### src/rtl/l2c_pkg.sv
// Shared defaults, lowest-set-bit selector and read-tracking entry layout
// for the L2 SRAM access sequencer.
package l2c_pkg;

    localparam int unsigned NCH_DEF      = 6;
    localparam int unsigned AW_DEF       = 18;
    localparam int unsigned LW_DEF       = 4;
    localparam int unsigned RQ_DEPTH_DEF = 4;
    localparam int unsigned CW_DEF       = $clog2(NCH_DEF);

    // One outstanding read burst: owning channel and length minus one
    typedef struct packed {
        logic [CW_DEF-1:0] ch;
        logic [LW_DEF-1:0] len;
    } rd_entry_t;

    // Index of the lowest set bit; 0 when no bit is set
    function automatic logic [4:0] lowest_set(input logic [31:0] v);
        lowest_set = 5'd0;
        for (int i = 31; i >= 0; i--) begin
            if (v[i]) lowest_set = 5'(i);
        end
    endfunction

endpackage

### src/rtl/l2c_rd_fifo.sv
// Synchronous FIFO tracking outstanding read bursts; a push and a pop in
// the same cycle are both honoured.
module l2c_rd_fifo #(
    parameter int unsigned W     = 7,
    parameter int unsigned DEPTH = 4
) (
    input  logic         Clk,
    input  logic         Reset,
    input  logic         i_push,
    input  logic [W-1:0] i_data,
    input  logic         i_pop,
    output logic [W-1:0] o_data,
    output logic         o_full,
    output logic         o_empty
);

    localparam int unsigned PW = $clog2(DEPTH);

    logic [W-1:0] mem_q [DEPTH];
    logic [PW:0]  wr_q, wr_d;
    logic [PW:0]  rd_q, rd_d;
    logic         do_push;
    logic         do_pop;

    // Extra pointer bit distinguishes full from empty
    assign o_empty = (wr_q == rd_q);
    assign o_full  = (wr_q[PW] != rd_q[PW]) && (wr_q[PW-1:0] == rd_q[PW-1:0]);
    assign o_data  = mem_q[rd_q[PW-1:0]];

    always_comb begin
        do_pop  = i_pop & ~o_empty;
        do_push = i_push & (~o_full | do_pop);
        wr_d    = wr_q;
        rd_d    = rd_q;
        if (do_push) wr_d = wr_q + (PW+1)'(1);
        if (do_pop)  rd_d = rd_q + (PW+1)'(1);
    end

    always_ff @(posedge Clk) begin
        if (Reset) begin
            wr_q <= '0;
            rd_q <= '0;
        end else begin
            wr_q <= wr_d;
            rd_q <= rd_d;
        end
    end

    always_ff @(posedge Clk) begin
        if (do_push) mem_q[wr_q[PW-1:0]] <= i_data;
    end

endmodule

### src/rtl/l2c_sram_seq.sv
// L2 SRAM access sequencer: turns one-hot channel selections into wrapping
// word bursts on the SRAM controller and reports per-channel start/end.
module l2c_sram_seq
    import l2c_pkg::*;
#(
    parameter int unsigned NCH      = NCH_DEF,
    parameter int unsigned AW       = AW_DEF,
    parameter int unsigned LW       = LW_DEF,
    parameter int unsigned RQ_DEPTH = RQ_DEPTH_DEF
) (
    input  logic              Clk,
    input  logic              Reset,
    input  logic [NCH-1:0]    i_sel,
    input  logic              i_sel_valid,
    output logic              o_sel_stall,
    input  logic [NCH*AW-1:0] i_req_adr,
    input  logic [NCH-1:0]    i_req_we,
    input  logic [NCH*4-1:0]  i_req_be,
    input  logic [NCH*LW-1:0] i_req_len,
    output logic [NCH-1:0]    o_start,
    output logic [NCH-1:0]    o_end,
    output logic [AW-1:0]     o_sctl_req_adr,
    output logic              o_sctl_req_we,
    output logic [3:0]        o_sctl_req_be,
    output logic              o_sctl_req_valid,
    input  logic              i_sctl_req_stall,
    input  logic              i_sctl_resp_valid,
    output logic              o_resp_err
);

    localparam int unsigned CW = (NCH > 1) ? $clog2(NCH) : 1;
    localparam int unsigned BW = AW - LW - 2;
    localparam int unsigned EW = CW + LW;

    typedef enum logic {ST_IDLE, ST_ISSUE} state_e;

    typedef struct packed {
        logic [CW-1:0] ch;
        logic [LW-1:0] len;
    } rd_ent_t;

    state_e        state_q, state_d;
    logic [CW-1:0] ch_q, ch_d;
    logic [BW-1:0] base_q, base_d;
    logic [LW-1:0] off_q, off_d;
    logic [LW-1:0] rem_q, rem_d;
    logic [LW-1:0] cnt_q, cnt_d;
    logic          we_q, we_d;
    logic [3:0]    be_q, be_d;
    logic          valid_q, valid_d;
    logic          err_q, err_d;

    logic [CW-1:0] sel_idx;
    logic [AW-3:0] sel_wadr;
    logic          sel_we;
    logic [3:0]    sel_be;
    logic [LW-1:0] sel_len;

    logic          consume, last_beat, can_take, accept, push, pop, resp_hit;
    rd_ent_t       push_ent, head;
    logic [EW-1:0] head_raw;
    logic          fifo_full, fifo_empty;
    logic [NCH-1:0] start_c, end_c;

    // Selected channel's request fields (word address only)
    assign sel_idx  = CW'(lowest_set(32'(i_sel)));
    assign sel_wadr = i_req_adr[sel_idx*AW + 2 +: AW-2];
    assign sel_we   = i_req_we[sel_idx];
    assign sel_be   = i_req_be[sel_idx*4 +: 4];
    assign sel_len  = i_req_len[sel_idx*LW +: LW];

    assign head     = rd_ent_t'(head_raw);
    assign push_ent = '{ch: sel_idx, len: sel_len};

    always_comb begin
        consume   = valid_q & ~i_sctl_req_stall;
        last_beat = consume & (rem_q == '0);
        can_take  = ((state_q == ST_IDLE) | last_beat) & (sel_we | ~fifo_full);
        accept    = i_sel_valid & can_take;
        push      = accept & ~sel_we;
        resp_hit  = i_sctl_resp_valid & ~fifo_empty;
        pop       = resp_hit & (cnt_q == head.len);
    end

    // Issue FSM and beat sequencing
    always_comb begin
        state_d = state_q;
        ch_d    = ch_q;
        base_d  = base_q;
        off_d   = off_q;
        rem_d   = rem_q;
        we_d    = we_q;
        be_d    = be_q;
        valid_d = valid_q;
        if (accept) begin
            state_d = ST_ISSUE;
            valid_d = 1'b1;
            ch_d    = sel_idx;
            base_d  = sel_wadr[AW-3:LW];
            off_d   = sel_wadr[LW-1:0];
            rem_d   = sel_len;
            we_d    = sel_we;
            be_d    = sel_we ? sel_be : 4'hF;
        end else if (last_beat) begin
            state_d = ST_IDLE;
            valid_d = 1'b0;
        end else if (consume) begin
            off_d = off_q + LW'(1);
            rem_d = rem_q - LW'(1);
        end
    end

    // Read response tracking and error flag
    always_comb begin
        cnt_d = cnt_q;
        if (resp_hit) cnt_d = pop ? '0 : cnt_q + LW'(1);
        err_d = err_q | (i_sctl_resp_valid & fifo_empty);
    end

    // Start/end pulses from write issue and read returns
    always_comb begin
        start_c = '0;
        end_c   = '0;
        if (accept & sel_we)        start_c = start_c | (NCH'(1) << sel_idx);
        if (last_beat & we_q)       end_c   = end_c | (NCH'(1) << ch_q);
        if (resp_hit & (cnt_q == '0)) start_c = start_c | (NCH'(1) << head.ch);
        if (pop)                    end_c   = end_c | (NCH'(1) << head.ch);
    end

    always_ff @(posedge Clk) begin
        if (Reset) begin
            state_q <= ST_IDLE;
            ch_q    <= '0;
            base_q  <= '0;
            off_q   <= '0;
            rem_q   <= '0;
            cnt_q   <= '0;
            we_q    <= 1'b0;
            be_q    <= 4'h0;
            valid_q <= 1'b0;
            err_q   <= 1'b0;
        end else begin
            state_q <= state_d;
            ch_q    <= ch_d;
            base_q  <= base_d;
            off_q   <= off_d;
            rem_q   <= rem_d;
            cnt_q   <= cnt_d;
            we_q    <= we_d;
            be_q    <= be_d;
            valid_q <= valid_d;
            err_q   <= err_d;
        end
    end

    l2c_rd_fifo #(
        .W     (EW),
        .DEPTH (RQ_DEPTH)
    ) u_rd_fifo (
        .Clk     (Clk),
        .Reset   (Reset),
        .i_push  (push),
        .i_data  (push_ent),
        .i_pop   (pop),
        .o_data  (head_raw),
        .o_full  (fifo_full),
        .o_empty (fifo_empty)
    );

    assign o_sel_stall      = ~can_take;
    assign o_start          = Reset ? '0 : start_c;
    assign o_end            = Reset ? '0 : end_c;
    assign o_sctl_req_adr   = {base_q, off_q, 2'b00};
    assign o_sctl_req_we    = we_q;
    assign o_sctl_req_be    = be_q;
    assign o_sctl_req_valid = valid_q;
    assign o_resp_err       = err_q;

endmodule

### config.mk
export PLATFORM = sky130hd
export DESIGN_NAME = l2c_sram_seq
export DESIGN_NICKNAME = d
export VERILOG_FILES = /design/src/rtl/l2c_pkg.sv /design/src/rtl/l2c_rd_fifo.sv /design/src/rtl/l2c_sram_seq.sv
export SDC_FILE = /design/constraint.sdc
export NUM_CORES = 1
export LEC_CHECK = 0
export CELL_PAD_IN_SITES_DETAIL_PLACEMENT = 1
export CELL_PAD_IN_SITES_GLOBAL_PLACEMENT = 1
export CORE_AREA = 4 4 124 126
export CTS_BUF_LIST = sky130_fd_sc_hd__clkbuf_8
export CTS_CLUSTER_SIZE = 24
export DETAILED_ROUTE_END_ITERATION = 7
export DIE_AREA = 0 0 128 130
export PLACE_DENSITY_LB_ADDON = 0.05
export SKIP_CTS_REPAIR_TIMING = 1
export SLEW_MARGIN = 30
export SYNTH_ARGS = -nofsm -noshare
export SYNTH_HDL_FRONTEND = slang
export SYNTH_SLANG_ARGS = --single-unit
### constraint.sdc
create_clock -name Clk -period 2.9 [get_ports Clk]
set_input_delay 0.58 -clock Clk [delete_from_list [all_inputs] [get_ports Clk]]
set_output_delay 0.58 -clock Clk [all_outputs]
set_load 0.01 [all_outputs]
# After elaboration in Yosys (flattened, before gate mapping)
# Memories as Yosys holds them, arrays and structs flattened. A register that Yosys moved wholly into a read port is not among the register bits.
# Cells that the tools add are included.
[op_classes]
eq_ne = 5
order_cmp = 1
muxes = 28
n_bitwise = 25
n_reduce_logical = 6
shifts = 6
addsub = 6
n_mul = 1
[op_table]
columns = ["op", "count"]
rows = [
  ["indexed part select 108 x 10 -> 16 bit", 1],
  ["indexed part select 24 x 6 -> 4 bit", 2],
  ["2-to-1 mux 6 bit", 6],
  ["2-to-1 mux 4 bit", 8],
  ["2-to-1 mux 3 bit", 6],
  ["left shift 1 x 3 -> 6 bit (first input constant)", 3],
  ["bitwise AND 1 bit", 13],
  ["bitwise OR 6 bit", 2],
  ["adder 8 x 2 -> 9 bit (second input constant)", 1],
  ["adder 4 x 1 -> 4 bit (second input constant)", 2],
  ["zero test 4 bit", 2],
  ["multiplier 3 x 4 -> 7 bit (second input constant)", 1],
  ["adder 3 x 1 -> 3 bit (second input constant)", 2],
  ["NOT 1 bit", 6],
  ["2-to-1 mux 1 bit", 5],
  ["equality test 4 bit", 1],
  ["less-than comparator 3 x 4 -> 1 bit (second input constant)", 1],
  ["2-to-1 mux 2 bit", 2],
  ["bitwise OR 1 bit", 4],
  ["nonzero test 2 bit", 2],
  ["subtractor 4 x 1 -> 4 bit (second input constant)", 1],
  ["binary-select mux 1 bit (select 3 bit)", 1],
  ["equality test 3 bit", 1],
  ["equality test 2 bit", 1],
  ["other kinds (4)", 4],
]
[totals]
regBits = 40
elab_cells = 90
ram_bits = 28
out_inout_bits = 38
mem_count = 1
[memory_table]
columns = ["name", "depth", "word_bits", "rd", "rd_clocked_by_memory_dff", "write_ports", "line", "source"]
rows = [
  ["u_rd_fifo.mem_q", 4, 7, 1, 1, 1, "l2c_rd_fifo.sv:19", "logic [W-1:0] mem_q [DEPTH];"],
]

# Depth between registers and ports, before layout
# Gate-level depths: netlist of the first run.
[logic_depth]
depth_word = 16
depth_mapped = 9

# Modules after synthesis
# A second synthesis of the first run with hierarchy kept.
[hier_totals]
hier_cells = 488
hier_area_um2 = 4760.8
[by_module_without_submodules]
columns = ["mod", "cells_per_inst", "area_per_inst_um2", "n_inst", "seq_area_each_um2"]
rows = [
  ["l2c_sram_seq", 396, 3204.3, 1, 680.7],
  ["l2c_rd_fifo", 92, 1556.5, 1, 1001.0],
]

# Least setup slack after synthesis of the first run
# OpenSTA, ideal clock, no wires.
[synth_path]
kind = "register to output"
from = "reg rem_q[0]"
to = "out o_end[0]"
n_path_buf = 1
path_stages_with_launch = 8
t_required_ns = 2.320
t_arrival_ns = 2.090
slack_ns = 0.230
path_cell_list = "dfxtp_1 > inv_1 > ha_1 > or3b_2 > clkbuf_1 > nor4bb_1 > nand2b_1 > o41ai_1"
[synth_via]
elab_chain_len = 7
[synth_rtl]
columns = ["element", "line", "source"]
rows = [
  ["from (decl)", "l2c_sram_seq.sv:46", "logic [LW-1:0] rem_q, rem_d;"],
  ["from (signal assigned)", "l2c_sram_seq.sv:147", "rem_q <= rem_d;"],
  ["zero test 4 bit *", "l2c_sram_seq.sv:77", "last_beat = consume & (rem_q == '0);"],
  ["bitwise AND 1 bit *", "l2c_sram_seq.sv:77", ""],
  ["bitwise AND 1 bit *", "l2c_sram_seq.sv:125", "if (last_beat & we_q) end_c = end_c | (NCH'(1) << ch_q);"],
  ["2-to-1 mux 6 bit *", "l2c_sram_seq.sv:125", ""],
  ["bitwise OR 6 bit", "l2c_sram_seq.sv:127", "if (pop) end_c = end_c | (NCH'(1) << head.ch);"],
  ["2-to-1 mux 6 bit *", "l2c_sram_seq.sv:127", ""],
  ["2-to-1 mux 6 bit *", "l2c_sram_seq.sv:172", "assign o_end = Reset ? '0 : end_c;"],
  ["to (decl)", "l2c_sram_seq.sv:21", "output logic [NCH-1:0] o_end,"],
]
# Mark *: on every way between the ends. The rest lies on a longest branch, timed or not.

==> qor.csv, run 1 <==
stage,metric,value,unit
cts,H-tree levels,3,
cts,"CTS clk-pin slew, worst paths",0.08,ns
global_routing,pin count of the biggest net entering global routing,38,
power,Leakage,0.00295,uW
layout,ANT cells,0,
layout,"Core Util, Final",0.529,
layout,share of post-route cells with drive strength above 1,0.250,
logic_synthesis,multiplexer share of the synthesized area,0.0452,
die,Initial Utilization,0.306,
logic_synthesis,synth warn,0,
sta,Rel. slew slack,0.580,
die,DIE AREA,0.0166,sq mm
setup_path,crit path kind,flip-flop to output port,
worst_hold_path,Hold Path Class,flip-flop to flip-flop,
logic_synthesis,largest family of logic cells by synthesized area,compound AO/OA/AOI/OAI gates,
die,DIE WIDTH,128,um
drt,first-pass iteration count of the detailed router,6,
sta,Tcrit/Tclk final,1.03,
setup_path,CP arrival,2.41,ns
logic_synthesis,#FFs+latches synth,70,
global_routing,total grt overflow,0,
placement,DP HPWL,15700,um
setup_path,Worst R2R Start,rem_q[0],
global_routing,first-pass GRT wire length,29600,um
sta,Final Hold Vio Count,0,
die,Core ar.,0.0143,sq mm
placement,GPL Wtd Cong,0.886,
setup_path,Worst Setup Start Kind,flip-flop,
sta,Final setup violation count,9,
drt,Vias,4949,
setup_path,crit end category,output port,
sta,Fmax,335,MHz
flow_run,Max Cap Viol,0,
power,pwr dens,371,mW/mm^2
sta,fin crit period,2.99,ns
power,PnR Total Power,2810,uW
logic_synthesis,syn_area_per_cell,9.47,sq um
die,cell row count,44,
logic_synthesis,"EDFF count, synth",28,
cts,clock buffers created by TritonCTS,9,
drt,Residual DRC,0,
logic_synthesis,post-synthesis cell area,0.00438,sq mm
logic_synthesis,Yosys cell types,72,
logic_synthesis,cells taking the most area after synthesis,"dfxtp_1 19%, edfxtp_1 19%, a222oi_1 5.9%",
setup_path,R2R setup slack,0.25,ns
layout,nets,919,
placement,Placement Cell Area,0.00711,sq mm
sta,Final WS setup,-0.0883,ns
cts,CTS Buffer Depth,2,
sta,setup TNS,-0.266,ns
drt,Total Wirelength,20100,um
sta,Slew @ Worst Pin,0.622,ns
drt,Via density,5.35,
worst_hold_path,Hold Path Depth,1,
power,Max rail drop VDD,202,uV
setup_path,Critical Path RT,2.32,ns
die,Die Height,130,um
logic_synthesis,"area leader, netlist",dfxtp_1,
logic_synthesis,"Seq/Total Area, Yosys",0.384,
logic_synthesis,async set-reset flop share out of synthesis,0,
cts,CTS root buffer,clkbuf_8,
logic_synthesis,Post-Synth Adder-Cell Area,0.0286,
logic_synthesis,complex-gate fraction of the synthesized area,0.292,
logic_synthesis,Syn Inst Count,462,
outcome,status,"finished, violations left",
layout,final instance area,0.00757,sq mm
drt,Iter 0 DRT Violations,327,
sta,Slew Limit Fails,0,
sta,RSZ-0062 raised after global routing,yes,
logic_synthesis,Synth Area in Simple Gates,0.166,
setup_path,CP Capture Point,o_start[1],
sta,Clock Skews,0.00795,ns
cts,clk_lat worst skew,0.35,ns
drt,Routed wire per std cell,21.7,um
global_routing,antenna violations before repair,1,
logic_synthesis,share of the synthesized area in the top cell type,0.192,
logic_synthesis,xor-xnor portion of the synthesized cell area,0.0340,
layout,Area Overhead vs Synth,72.9,%
setup_path,Worst Path Max Fanout,5,
global_routing,vias in the first global route,5566,
die,num ports,211,
outcome,failing checks,setup timing,
placement,IO Port Bufs,196,
cts,TritonCTS sink count,70,
cts,CTS tree,done,
setup_path,R2R depth,9,
global_routing,GRT Overall Usage,0.232,
setup_path,reg2reg end,u_rd_fifo.mem_q[3][0],
drt,post-route ant nets,0,
logic_synthesis,top_reg_cell synth,dfxtp_1,
==> state kept, by name, summed over array words and instances, names as in the netlist, named ones only <==
name	flops
base_q	12
ch_q	3
cnt_q	4
o_resp_err	1
o_sctl_req_be	4
o_sctl_req_valid	1
o_sctl_req_we	1
off_q	4
rem_q	4
u_rd_fifo.mem_q	28
u_rd_fifo.rd_q	3
u_rd_fifo.wr_q	3
==> cell usage after synthesis (6+ instances only) <==
master / n
inv_1: 13
a211oi_1: 15
o21ai_0: 18
a221oi_1: 6
edfxtp_1: 28
a21oi_1: 30
clkbuf_1: 20
and2_1: 6
ha_1: 10
a22oi_1: 15
nor3_1: 22
nor2b_1: 7
a222oi_1: 26
nor2_1: 45
xnor2_1: 12
nand2_1: 21
a31oi_1: 7
a22o_1: 9
mux4_2: 7
buf_2: 7
dfxtp_1: 42
nand3_1: 10
==> per-layer routing <==
metal	global-route usage	wire, um
met1	0.241	7350
met2	0.453	11100
met3	0.0626	1140
met4	0.0674	430
met5	0	13
==> cells by family after synthesis <==
logic type               after synthesis
AO/OA/AOI/OAI                        164
multiplexers                          11
buffers and inverters                 49
adder cells (fa/ha/maj)               10
AND/OR/NAND/NOR                      140
flip-flops                            70
XOR/XNOR                              17
other                                  1
==> through the flow <==
step	setup WS, ns	cells	hold WS, ns
after floorplan	0.230	463	0.463
after global placement	-0.730	895	0.452
after detailed placement	-0.839	895	0.491
after CTS	-0.841	911	0.507
after global routing	-0.251	925	0.525
final	-0.0883	925	0.501
==> worst max-delay path, cell delays in order (launching register included) <==
cell	delay (ns)
dfxtp_2	0.34
buf_12	0.12
buf_4	0.14
mux4_2	0.59
buf_6	0.16
nor2b_2	0.17
nor3b_1	0.15
a31oi_1	0.20
nor2_1	0.07
clkbuf_2	0.13
==> power breakdown <==
part,internal [uW],switching (uW)
Combinational,532,404
Sequential,1090,39.1
Clock,385,365
Total,2000,808
==> how the worst min path moves through the flow <==
stage,from,endpoint,slack (ns)
after floorplan,u_rd_fifo.wr_q[2],u_rd_fifo.wr_q[2],0.46
after global placement,o_resp_err,o_resp_err,0.45
after detailed placement,o_resp_err,o_resp_err,0.49
after CTS,u_rd_fifo.wr_q[2],u_rd_fifo.wr_q[2],0.51
after global routing,o_resp_err,o_resp_err,0.53
final,o_resp_err,o_resp_err,0.50
==> layout make-up <==
cell class,instances,area [sq um]
Tap cell,184,230
Sequential cell,70,1680
Multi-Input combinational cell,344,2650
Timing Repair Buffer,297,2780
Clock buffer,9,124
Clock inverter,7,58.8
Fill cell,1654,6750
Inverter,14,52.6
==> cells in the final DEF (no fill, tap or decap), drive strengths merged, types with 9 or more instances in the layout <==
cell | Yosys | layout
o21ai | 21 | 21
edfxtp | 28 | 28
xnor2 | 12 | 12
inv | 14 | 16
a21oi | 31 | 31
a211oi | 21 | 21
nand2 | 21 | 21
nor3 | 24 | 24
ha | 10 | 10
clkbuf | 20 | 14
a222oi | 26 | 26
a22o | 9 | 9
buf | 15 | 113
a22oi | 15 | 15
clkdlybuf4s50 | 0 | 172
nand3 | 10 | 10
nor2 | 46 | 46
dfxtp | 42 | 42
(Power assumes the default switching activity.)
==> run 2, diff against run 1 <==
- CORE_AREA: 4 4 124 126 -> 4 4 159 100
- DIE_AREA: 0 0 128 130 -> 0 0 163 104
==> run 2 against run 1 <==
The flow still finishes with violations (setup timing). Count of clock-buffer cells in the layout unchanged. Global-route usage down 0.66 points. Die area up 1.9%. Clock skew about the same. Critical path depth unchanged. Register-to-register slack about the same. Routed wire length down 2.6%. Sequential cell count unchanged. Sequential power about the same. Via count up 1.2%. Maximum frequency about the same.
==> qor.csv, run 2 (synthesis results as in run 1) <==
stage,metric,value,unit
outcome,status,"finished, violations left",
outcome,failing checks,setup timing,
placement,DP HPWL,15800,um
sta,Rel. slew slack,0.639,
worst_hold_path,Hold Path Depth,2,
sta,Clock Skews,0.00844,ns
layout,share of post-route cells with drive strength above 1,0.269,
sta,Fmax,335,MHz
drt,post-route ant nets,0,
layout,Fillers,1613,
global_routing,vias in the first global route,5500,
power,Max rail drop VDD,189,uV
setup_path,reg2reg end,u_rd_fifo.mem_q[3][6],
sta,RSZ-0062 raised after global routing,yes,
cts,CTS Buffer Depth,2,
power,pwr dens,363,mW/mm^2
sta,Final WS setup,-0.0886,ns
cts,"CTS clk-pin slew, worst paths",0.08,ns
setup_path,CP arrival,2.41,ns
die,Die Height,104,um
sta,Fin Hold WS,0.500,ns
placement,GPL Wtd Cong,0.873,
die,cell row count,34,
layout,most frequent cells in the layout,"173 x clkdlybuf4s50_1, 102 x buf_4, 42 x nor2_1",
die,Initial Utilization,0.306,
worst_hold_path,Hold Path Class,flip-flop to flip-flop,
layout,"most common cell after layout, fill and taps aside",clkdlybuf4s50_1,
layout,"Core Util, Final",0.538,
die,Core ar.,0.0143,sq mm
setup_path,Worst R2R Start,rem_q[0],
drt,first-pass iteration count of the detailed router,5,
sta,Final Hold Vio Count,0,
sta,Tcrit/Tclk final,1.03,
global_routing,total grt overflow,0,
layout,ANT cells,0,
worst_hold_path,hold_sp,u_rd_fifo.wr_q[2],
drt,Residual DRC,0,
die,DIE WIDTH,163,um
layout,Area Overhead vs Synth,75.7,%
global_routing,first-pass GRT wire length,30000,um
layout,Largest register FFs,28,
cts,clk_lat worst skew,0.35,ns
setup_path,Worst Path Max Fanout,7,
drt,Routed wire per std cell,20.5,um
drt,Vias,5008,
worst_hold_path,hold endpoint,u_rd_fifo.wr_q[2],
drt,Iter 0 DRT Violations,317,
global_routing,GRT Overall Usage,0.225,
sta,fin crit period,2.99,ns
global_routing,pin count of the biggest net entering global routing,29,
setup_path,R2R depth,11,
sta,setup TNS,-0.419,ns
cts,CTS tree,done,
power,Leakage,0.00301,uW
global_routing,antenna violations before repair,0,
placement,IO Port Bufs,196,
die,num ports,211,
setup_path,crit end category,output port,
setup_path,crit path kind,flip-flop to output port,
sta,Slew Limit Fails,0,
cts,CTS root buffer,clkbuf_8,
layout,nets,932,
cts,clock buffers created by TritonCTS,9,
layout,area of the multi-input gates,0.00266,sq mm
cts,TritonCTS sink count,70,
setup_path,Critical Path RT,2.32,ns
sta,Slew @ Worst Pin,0.541,ns
layout,Sequential Area,0.00169,sq mm
flow_run,Max Cap Viol,0,
drt,Via density,5.26,
sta,Final setup violation count,6,
die,DIE AREA,0.0170,sq mm
setup_path,Worst Setup Start Kind,flip-flop,
drt,Total Wirelength,19600,um
cts,H-tree levels,3,
setup_path,R2R setup slack,0.25,ns
[run 2: cell count changes in the layout (fill, tap and decap cells not counted), sizes merged]
cell,before,now
buf,113,123
clkinvlp,1,3
bufinv,1,0
clkbuf,14,15
clkdlybuf4s50,172,173
dlymetal6s2s,7,8
inv,16,15
[run 2: routing by layer]
metal | share of wire | routed length (um) | vias up | global-route usage
li1 | - | - | 2390 | -
met1 | 0.44 | 8570 | 2426 | 0.293
met2 | 0.47 | 9260 | 168 | 0.372
met3 | 0.073 | 1420 | 24 | 0.0614
met4 | 0.016 | 308 | 0 | 0.0557
met5 | 0 | 0 | - | 0
[run 2: area by class of cell]
class / instances / area share
Multi-Input combinational cell: 344 / 0.346
Sequential cell: 70 / 0.219
Inverter: 14 / 0.00683
Clock buffer: 9 / 0.0161
Clock inverter: 7 / 0.00634
Tap cell: 198 / 0.0322
Timing Repair Buffer: 310 / 0.373
[run 2: through the flow]
step / setup WS [ns] / std cells / total power (uW) / instance area, sq um
floorplan: 0.230 / 463 / 1480 / 4380
CTS: -0.832 / 939 / 2750 / 7440
global placement: -0.758 / 923 / 2010 / 7270
global route: -0.219 / 952 / 2940 / 7690
detailed placement: -0.832 / 923 / 2040 / 7270
finish: -0.0886 / 952 / 2790 / 7690
[run 2: worst max-delay path by stage]
stage,from,endpoint,slack [ns],cells past startpoint
final,flip-flop,o_end[1],-0.09,9
after global placement,i_sel[2],o_start[0],-0.76,8
after detailed placement,i_sel[2],o_start[0],-0.83,8
after global routing,rem_q[0],o_end[2],-0.22,11
after CTS,i_sel[2],o_start[0],-0.83,8
after floorplan,rem_q[0],o_end[0],0.23,7
[run 2: worst max-delay path, stage by stage (launching register included)]
cell,delay [ns]
dfxtp_2,0.35
buf_12,0.12
mux4_2,0.54
xnor2_2,0.17
nand2_2,0.11
nor3_4,0.21
buf_6,0.15
nand4_1,0.13
o31ai_2,0.10
buf_2,0.18
[run 2: power breakdown]
part           switching, uW  leakage (uW)  internal (uW)
sequential              40.1      0.000602           1090
combinational            407       0.00233            553
clock                    398     0.0000793            310
total                    845       0.00301           1950
==> run 3, diff against run 2 <==
- CORE_AREA: 4 4 159 100 -> 4 4 148 107
- DIE_AREA: 0 0 163 104 -> 0 0 152 111
==> run 3 against run 2 <==
The flow still finishes with violations (setup timing). Register-to-register slack improved by 0.09 ns. Sequential share of layout area is 0.22 points lower. Power grew 3.0%. First-iteration DRC count rose by 23%. Die area decreased by 0.47%. Sequential power barely moved. Highest routed layer unchanged. Sequential cell count stayed put. Via count increased by 2.6%. Combinational power grew 0.7%.
==> qor.csv, run 3 (synthesis results as in run 1) <==
stage,metric,value,unit
outcome,status,"finished, violations left",
outcome,failing checks,setup timing,
sta,Rel. slew slack,0.586,
die,num ports,211,
layout,Area Overhead vs Synth,77.5,%
drt,post-route ant nets,0,
drt,Total Wirelength,21100,um
setup_path,CP arrival,2.51,ns
die,Die Height,111,um
layout,Sequential Area,0.00169,sq mm
die,DIE AREA,0.0169,sq mm
setup_path,crit path kind,flip-flop to output port,
power,PnR Total Power,2880,uW
power,Leakage,0.00302,uW
global_routing,total grt overflow,0,
worst_hold_path,Hold Path Depth,1,
power,Max rail drop VDD,217,uV
cts,CTS Buffer Depth,2,
cts,TritonCTS sink count,70,
sta,fin crit period,3.09,ns
global_routing,vias in the first global route,5813,
sta,RSZ-0062 raised after global routing,yes,
placement,DP Worst Slack,-0.853,ns
cts,"CTS clk-pin slew, worst paths",0.07,ns
power,pwr dens,370,mW/mm^2
sta,Tcrit/Tclk final,1.07,
layout,share of post-route cells with drive strength above 1,0.278,
placement,DP HPWL,16800,um
placement,GPL Wtd Cong,0.942,
drt,Iter 0 DRT Violations,389,
flow_run,Max Cap Viol,0,
drt,Vias,5136,
worst_hold_path,Hold Path Class,flip-flop to flip-flop,
sta,Slew Limit Fails,0,
drt,Routed wire per std cell,22.3,um
die,Initial Utilization,0.303,
layout,ANT cells,0,
setup_path,Worst Setup Start Kind,flip-flop,
setup_path,crit end category,output port,
sta,Final WS setup,-0.193,ns
layout,nets,930,
global_routing,pin count of the biggest net entering global routing,30,
setup_path,R2R depth,11,
layout,Largest register FFs,28,
cts,CTS root buffer,clkbuf_8,
cts,clock buffers created by TritonCTS,9,
drt,Residual DRC,0,
cts,CTS tree,done,
setup_path,Worst Path Max Fanout,3,
drt,Via density,5.42,
layout,Fillers,1651,
sta,Final setup violation count,9,
layout,most frequent cells in the layout,"172 x clkdlybuf4s50_1, 95 x buf_4, 41 x nor2_1",
drt,first-pass iteration count of the detailed router,6,
cts,clk_lat worst skew,0.35,ns
global_routing,antenna violations before repair,0,
layout,area of the multi-input gates,0.00270,sq mm
sta,Fmax,323,MHz
cts,H-tree levels,3,
global_routing,first-pass GRT wire length,32000,um
die,DIE WIDTH,152,um
sta,Fin Hold WS,0.472,ns
layout,"most common cell after layout, fill and taps aside",clkdlybuf4s50_1,
sta,Slew @ Worst Pin,0.621,ns
setup_path,Critical Path RT,2.32,ns
placement,IO Port Bufs,196,
die,Core ar.,0.0144,sq mm
die,cell row count,37,
sta,Clock Skews,0.00554,ns
sta,Final Hold Vio Count,0,
global_routing,GRT Overall Usage,0.239,
run 3: layer usage:
| metal | up-vias | wire (um) | global-route usage |
|---|---|---|---|
| met5 | - | 0 | 0 |
| met4 | 0 | 528 | 0.0790 |
| met3 | 32 | 1210 | 0.0609 |
| met2 | 174 | 10300 | 0.404 |
| met1 | 2554 | 9020 | 0.299 |
| li1 | 2376 | - | - |
run 3: report_power, final:
group	switching, uW	leakage [uW]	internal [uW]	total (uW)
combinational	419	0.00232	547	966
sequential	43.9	0.000602	1090	1130
clock	390	0.0000964	391	781
total	853	0.00302	2020	2880
run 3: path summary, 6_finish.rpt:
kind                                               to        from  slack [ns]
worst max register to register  u_rd_fifo.mem_q[3][2]    rem_q[1]        0.34
worst min register to register             o_resp_err  o_resp_err        0.47
worst min-delay path                       o_resp_err  o_resp_err        0.47
worst max-delay path                         o_end[0]    rem_q[1]       -0.19
run 3: final cells by class:
class                      instances  area share
timing repair buffer             308       0.373
multi-input combinational        344       0.347
inverter                          14     0.00677
sequential                        70       0.217
tap                              195      0.0314
clock inverter                     7     0.00838
clock buffer                       9      0.0159
run 3: per-stage QoR:
stage / TNS, ns / instances / area, sq um / utilization
after floorplan: 0 / 463 / 4380 / -
after global placement: -19.93 / 914 / 7210 / 0.499
after global routing: -2.02 / 947 / 7770 / 0.538
after detailed placement: -25.17 / 914 / 7210 / 0.499
final: -0.858 / 947 / 7770 / 0.538
after CTS: -10.72 / 930 / 7400 / 0.512
run 3: worst max-delay path: stages (launching register included):
cell	delay [ns]
dfxtp_2	0.33
inv_2	0.08
ha_4	0.14
or3b_4	0.40
nor4bb_4	0.33
buf_4	0.18
nand2b_4	0.08
o41ai_4	0.35
buf_4	0.17
buf_6	0.09
